File: config.mk
export PLATFORM = sky130hd
export DESIGN_NAME = hazard_fwd_unit
export DESIGN_NICKNAME = d
export VERILOG_FILES = /design/src/rtl/hazard_fwd_unit.sv
export SDC_FILE = /design/constraint.sdc
export NUM_CORES = 1
export LEC_CHECK = 0
export CORE_MARGIN = 1
export CORE_UTILIZATION = 45
export CTS_CLUSTER_SIZE = 8
export DETAILED_ROUTE_END_ITERATION = 8
export GPL_TIMING_DRIVEN = 0
export HOLD_SLACK_MARGIN = 0.03
export PLACE_DENSITY = 0.83
export SLEW_MARGIN = 20
export SYNTH_ARGS = -nofsm -noshare
export SYNTH_HDL_FRONTEND = slang
export SYNTH_SLANG_ARGS = --single-unit
File: constraint.sdc
create_clock -name clk -period 2.7 [get_ports clk]
set_input_delay 0.405 -clock clk [delete_from_list [all_inputs] [get_ports clk]]
set_output_delay 0.405 -clock clk [all_outputs]
set_load 0.05 [all_outputs]
File: src/rtl/hazard_fwd_unit.sv
// Hazard detection for the 5-stage ARM pipeline: tracks in-flight destinations,
// raises IF/ID stall/flush and produces registered EXE forwarding selects.
module hazard_fwd_unit #(
    parameter int unsigned RA_W  = 4,
    parameter int unsigned DEPTH = 3,
    parameter int unsigned SEL_W = $clog2(DEPTH),
    parameter int unsigned CNT_W = 16
) (
    input  logic             clk,
    input  logic             rst,
    input  logic             fwd_en,
    input  logic             id_valid,
    input  logic [RA_W-1:0]  id_src1,
    input  logic [RA_W-1:0]  id_src2,
    input  logic             id_two_src,
    input  logic [RA_W-1:0]  id_dest,
    input  logic             id_wb_en,
    input  logic             id_mem_r,
    input  logic             id_s,
    input  logic             id_reads_sr,
    input  logic             br_taken,
    output logic             stall,
    output logic             flush,
    output logic [SEL_W-1:0] fwd_sel1,
    output logic [SEL_W-1:0] fwd_sel2,
    output logic [CNT_W-1:0] stall_cnt,
    output logic [CNT_W-1:0] fwd_cnt
);

    // The WB entry is never matched, so only entries 0..DEPTH-2 are stored;
    // load and status bits only matter at entry 0.
    logic [DEPTH-2:0] v_q;
    logic [DEPTH-2:0] wb_q;
    logic [RA_W-1:0]  dest_q [DEPTH-1];
    logic             ld0_q;
    logic             s0_q;

    logic             hit1, hit2, lu1, lu2, sr_haz, haz, issue;
    logic [SEL_W-1:0] sel1_c, sel2_c;

    // Walk from oldest to youngest so the lowest matching k wins.
    always_comb begin
        hit1   = 1'b0;
        hit2   = 1'b0;
        lu1    = 1'b0;
        lu2    = 1'b0;
        sel1_c = '0;
        sel2_c = '0;
        for (int k = int'(DEPTH) - 2; k >= 0; k--) begin
            if (v_q[k] && wb_q[k] && dest_q[k] == id_src1) begin
                hit1   = 1'b1;
                lu1    = (k == 0) && ld0_q;
                sel1_c = SEL_W'(k + 1);
            end
            if (id_two_src && v_q[k] && wb_q[k] && dest_q[k] == id_src2) begin
                hit2   = 1'b1;
                lu2    = (k == 0) && ld0_q;
                sel2_c = SEL_W'(k + 1);
            end
        end
        if (!fwd_en) begin
            sel1_c = '0;
            sel2_c = '0;
        end
        sr_haz = id_reads_sr && v_q[0] && s0_q;
        haz    = fwd_en ? (lu1 || lu2) : (hit1 || hit2);
        stall  = rst && id_valid && !br_taken && (haz || sr_haz);
        flush  = br_taken;
        issue  = id_valid && !stall && !br_taken;
    end

    always_ff @(posedge clk or negedge rst) begin
        if (!rst) begin
            v_q       <= '0;
            wb_q      <= '0;
            ld0_q     <= 1'b0;
            s0_q      <= 1'b0;
            fwd_sel1  <= '0;
            fwd_sel2  <= '0;
            stall_cnt <= '0;
            fwd_cnt   <= '0;
            for (int k = 0; k < int'(DEPTH) - 1; k++) begin
                dest_q[k] <= '0;
            end
        end else begin
            v_q[0]    <= issue;
            wb_q[0]   <= id_wb_en;
            dest_q[0] <= id_dest;
            ld0_q     <= id_mem_r;
            s0_q      <= id_s;
            for (int k = 1; k < int'(DEPTH) - 1; k++) begin
                v_q[k]    <= v_q[k-1];
                wb_q[k]   <= wb_q[k-1];
                dest_q[k] <= dest_q[k-1];
            end
            fwd_sel1 <= issue ? sel1_c : '0;
            fwd_sel2 <= issue ? sel2_c : '0;
            if (stall && stall_cnt != {CNT_W{1'b1}}) begin
                stall_cnt <= stall_cnt + CNT_W'(1);
            end
            if (issue && (sel1_c != '0 || sel2_c != '0) && fwd_cnt != {CNT_W{1'b1}}) begin
                fwd_cnt <= fwd_cnt + CNT_W'(1);
            end
        end
    end

endmodule

# After elaboration in Yosys (flattened, before gate mapping)
# Index checks and enable logic that the tools add are counted.
op_classes:
  add_sub_neg: 2
  eq_ne: 6
  muxes: 15
  reduce_logical: 28
ops:
  columns: ["op", "count"]
  rows:
  - ["$add 16x1->16 const B", 2]
  - ["$ne 16x16->1 const B", 2]
  - ["$logic_and 1x1->1", 20]
  - ["$eq 4x4->1", 4]
  - ["$mux 2", 8]
  - ["$mux 1", 7]
  - ["$logic_or 1x1->1", 4]
  - ["$reduce_bool 2->1", 2]
  - ["$logic_not 1->1", 2]
totals:
  inputBits: 22
  output_inout_bits: 38
  reg_bits: 50
  elab_cells: 61

# Logic depth before layout (Yosys ltp)
# Gate-level depths: netlist of the first run.
depth:
  depth_word: 14
  mapped_depth: 8
  ltp_nobuf: 8

# Worst setup path before layout of the first run
# Ideal clock, no wire load.
synth_path:
  kind: "reg-to-output"
  from: "register dest_q[1] (netlist bit)"
  to: "output stall"
  t_arrival_ns: 2.094
  n_path_buf: 1
  stages_incl_launch_ff: 7
  required_time_ns: 2.295
  slack_ns: 0.201
  cell_sequence: "dfrtp_1 -> xor2_1 -> nor4_1 -> nor2_1 -> o211a_1 -> buf_2 -> nor2_1"
synth_between:
  elab_chain_cells: 8
  word_cells_on_any_way: 12
  classes_between: "2 x eq/ne; 5 x mux; 5 x reduce/logical"
synth_rtl:
  columns: ["element", "line_no", "source"]
  rows:
  - ["from (decl)", "34", "logic [RA_W-1:0] dest_q [DEPTH-1];"]
  - ["from (signal, indexed assignment)", "94", "dest_q[k] <= dest_q[k-1];"]
  - ["$eq 4x4->1, on equally long branches", "50, 55", null]
  - ["$logic_and 1x1->1, on equally long branches", "50, 55", null]
  - ["$mux 1, on equally long branches (2 in series)", "50, 55", null]
  - ["$logic_or 1x1->1 *", "66", "haz = fwd_en ? (lu1 || lu2) : (hit1 || hit2);"]
  - ["$mux 1 *", "66", null]
  - ["$logic_or 1x1->1 *", "67", "stall = rst && id_valid && !br_taken && (haz || sr_haz);"]
  - ["$logic_and 1x1->1 *", "67", null]
  - ["to (decl)", "22", "output logic stall,"]
# Mark *: on every way between the ends. The rest lies on a longest branch, timed or not.

# Worst setup path in the final report of the first run
layout_path:
  from: "input id_src1[0]"
  to: "output stall"
layout_between:
  elab_chain_cells: 8
  word_cells_on_any_way: 12
  classes_between: "2 x eq/ne; 4 x mux; 6 x reduce/logical"
layout_rtl:
  columns: ["element", "line_no", "source"]
  rows:
  - ["from (decl)", "13", "input logic [RA_W-1:0] id_src1,"]
  - ["$eq 4x4->1", "50", "if (v_q[k] && wb_q[k] && dest_q[k] == id_src1) begin"]
  - ["$logic_and 1x1->1", "50", null]
  - ["$mux 1 (2 in series)", "50", null]
  - ["$logic_or 1x1->1", "66", null]
  - ["$mux 1 *", "66", null]
  - ["$logic_or 1x1->1 *", "67", null]
  - ["$logic_and 1x1->1 *", "67", null]
# Marked as above.

==> results.yml, run 1 <==
layout:
  synthToLayoutAreaGrowth_pct: 37.0
  final_cell_count_no_fill: 346
  layout_commonest_cell: "clkdlybuf4s50_1"
  drive_gt1_share_pct: 10.4
  fin_nets: 302
  final_cell_mix: "clkdlybuf4s50_1, dfrtp_1, xor2_1"
  n_antenna_cell: 0
synth:
  yosys_warnings: 0
  synth_area_per_cell_sq_um: 11.1
  synth_nets: 235
  ys_async_sr_fraction_pct: 100
  synth-seq-cells: 50
  syn-instance-count: 211
  synth_area_leaders: "dfrtp_1, xor2_1, xnor2_1"
  synth_ff_type: "dfrtp_1"
  synth_edf_count: 0
  synth_top_area_share_pct: 53.2
  yosys.area.top_type: "dfrtp_1"
  syn_area_sq_mm: 0.00235
  synth_cell_types: 34
  ys_seq_area_share_pct: 53.2
detailed_routing:
  vias: 1812
  routed_via_density: 5.24
  wire_per_inst_um: 13.8
  detail_route.drc_violations: 0
  drtPass1Iterations: 4
  drt_wl_total_um: 4790
  drtIter0Drc: 61
  ant_nets: 0
worst_setup_path:
  endpoint: "stall"
  r2r-end: "fwd_cnt[1]"
  slowest_delay_ns: 0.51
  path_buf_inv: 3
  r2r_slack_ns: 0.43
  crit_fanout: 10
  critPathTopFamily: "buffers and inverters"
  crit_required_ns: 2.30
  start_kind: "primary input"
  worstSetupStartpoint: "id_src1[0]"
  worst_r2r_path_depth: 6
  critPathCaptureType: "output pin"
  path_depth: 9
  crit_chain: "clkdlybuf4s50_1 > xnor2_1 > nand3_1 > nor4_4 > o2bb2ai_1 > o211a_1 > buf_4 > nor2_4 > buf_6"
  r2r_start: "dest_q[5]"
  cp.arrival_ns: 2.21
  path_class: "in2out"
  cpMaxStageDelayCell: "clkdlybuf4s50_1"
grt:
  globalRouteTotalUtil_pct: 18.4
  grt-ovfl-total: 0
  grt_pass1_wl_um: 7620
  grt_max_degree: 55
  first_global_vias: 1739
  antenna_found_initial: 0
min_path:
  worst_hold_path_type: "in2async"
timing:
  setup_tns_ns: 0
  slew_headroom_pct: 57.2
  setup_viol: 0
  rsz0062_at_grt: "no"
  timing.final.hold_violations: 0
  min_period_ns: 2.61
  fin_crit_sh_pct: 96.7
  skew_ns: 0.00751
  final_max_slew_viol_count: 0
  fmax_mhz: 383
  tightest_slew_ns: 0.642
floorplan:
  die_h_um: 74.3
  ios: 60
  initial_utilization_pct: 48.2
  dieWidth_um: 74.3
  core_area_sq_mm: 0.00488
  rows: 25
  die_area_sq_mm: 0.00552
placement:
  gp_congestion: 0.832
  hpwlAfterDp_um: 3410
  numPortBuffers: 59
  dp_cells: 337
clock_network:
  clk_latency_ns: 0.30
  clk_root_buffer_cell: "clkbuf_8"
  cts_hold_buf: 0
  cts-htree-levels: 2
  cts_made_buffers: 5
  tritoncts: "built"
  clk_pin_slew_ns: 0.09
  ctsLongestPathBuffers: 2
  clock-sinks: 50
power_and_ir_drop:
  power.density_mw_per_mm2: 506
  vdd_drop_max_uv: 380
  p_leak_nw: 1.39
  total_power_mw: 1.63
run_status:
  status: "completed"
job:
  drv_cap: 0
[timing repair]
item,4_1_cts,5_1_grt
gates resized for setup,13,2
pin swaps,2,1
endpoints found under the setup margin,1,1
buffers inserted,1,0
[area by class of cell]
type / instances / area (sq um)
sequential: 50 / 1250
timing repair buffer: 60 / 597
tap: 67 / 83.8
clock inverter: 2 / 60.1
multi-input combinational: 153 / 1100
inverter: 3 / 11.3
buffer: 5 / 33.8
fill: 386 / 1660
clock buffer: 6 / 82.6
[how the worst min path moves through the flow]
stage,start,endpoint
2_1_floorplan,rst,dest_q[0]
3_3_place_gp,wb_q[0],wb_q[1]
3_5_place_dp,wb_q[0],wb_q[1]
4_1_cts,rst,fwd_cnt[9]
5_1_grt,rst,fwd_cnt[12]
6_report,rst,fwd_cnt[12]
[Yosys cell counts, drive strengths merged (2+ instances only)]
master / count
mux2: 3
nand3: 23
xnor2: 20
nor2: 12
nand2: 13
inv: 3
xor2: 25
dfrtp: 50
nor4b: 2
nor4: 9
and3: 5
and4: 4
nor2b: 3
ha: 2
nor3: 13
clkbuf: 2
nand4: 10
buf: 3
[state kept, by name, summed over array words and instances, names as in the netlist]
name,count
dest_q,8
stall_cnt,16
v_q,2
ld0_q,1
fwd_sel1,2
fwd_cnt,16
s0_q,1
wb_q,2
fwd_sel2,2
[kinds of logic (layout without fill, tap and decap cells)]
group,after synthesis,count (layout),synth area share [%]
AND/OR/NAND/NOR,97,97,23.3
XOR/XNOR,45,45,16.8
multiplexers,3,3,1.44
flip-flops,50,50,53.2
adder cells (fa/ha/maj),2,2,1.06
AO/OA/AOI/OAI,6,6,2.45
buffers and inverters,8,76,1.81
[where the power goes]
group | total (mW) | switching [mW] | internal (mW)
Combinational | 0.192 | 0.112 | 0.0802
Clock | 0.636 | 0.241 | 0.395
Sequential | 0.801 | 0.0296 | 0.771
Total | 1.63 | 0.382 | 1.25
[metal layers]
metal / vias up / part of all wire (%) / global-route usage, %
li1: 876 / - / -
met1: 867 / 43 / 22.1
met2: 65 / 50 / 32.0
met3: 4 / 6.4 / 5.69
met4: 0 / 0.79 / 5.45
met5: - / 0 / 0
[stage by stage]
step	area, sq um	hold slack (ns)	util [%]	setup WS (ns)
after floorplan	2350	0.109	-	0.201
after global placement	3030	0.399	62.0	-1.92
after detailed placement	3020	0.409	61.9	-0.766
after CTS	3210	0.147	65.7	0.00695
after global routing	3220	0.163	66.0	0.000829
final	3220	0.115	66.0	0.0892
Power figures use the tool's default switching activity.
==> run 2, diff against run 1 <==
- CAP_MARGIN: not set -> 5
==> results of run 2 <==
The final DEF is identical to that of run 1; final timing and power are the same.
==> run 3, diff against run 2 <==
- TNS_END_PERCENT: not set -> 10
==> results of run 3 <==
The final DEF is identical to that of run 1; final timing and power are the same.
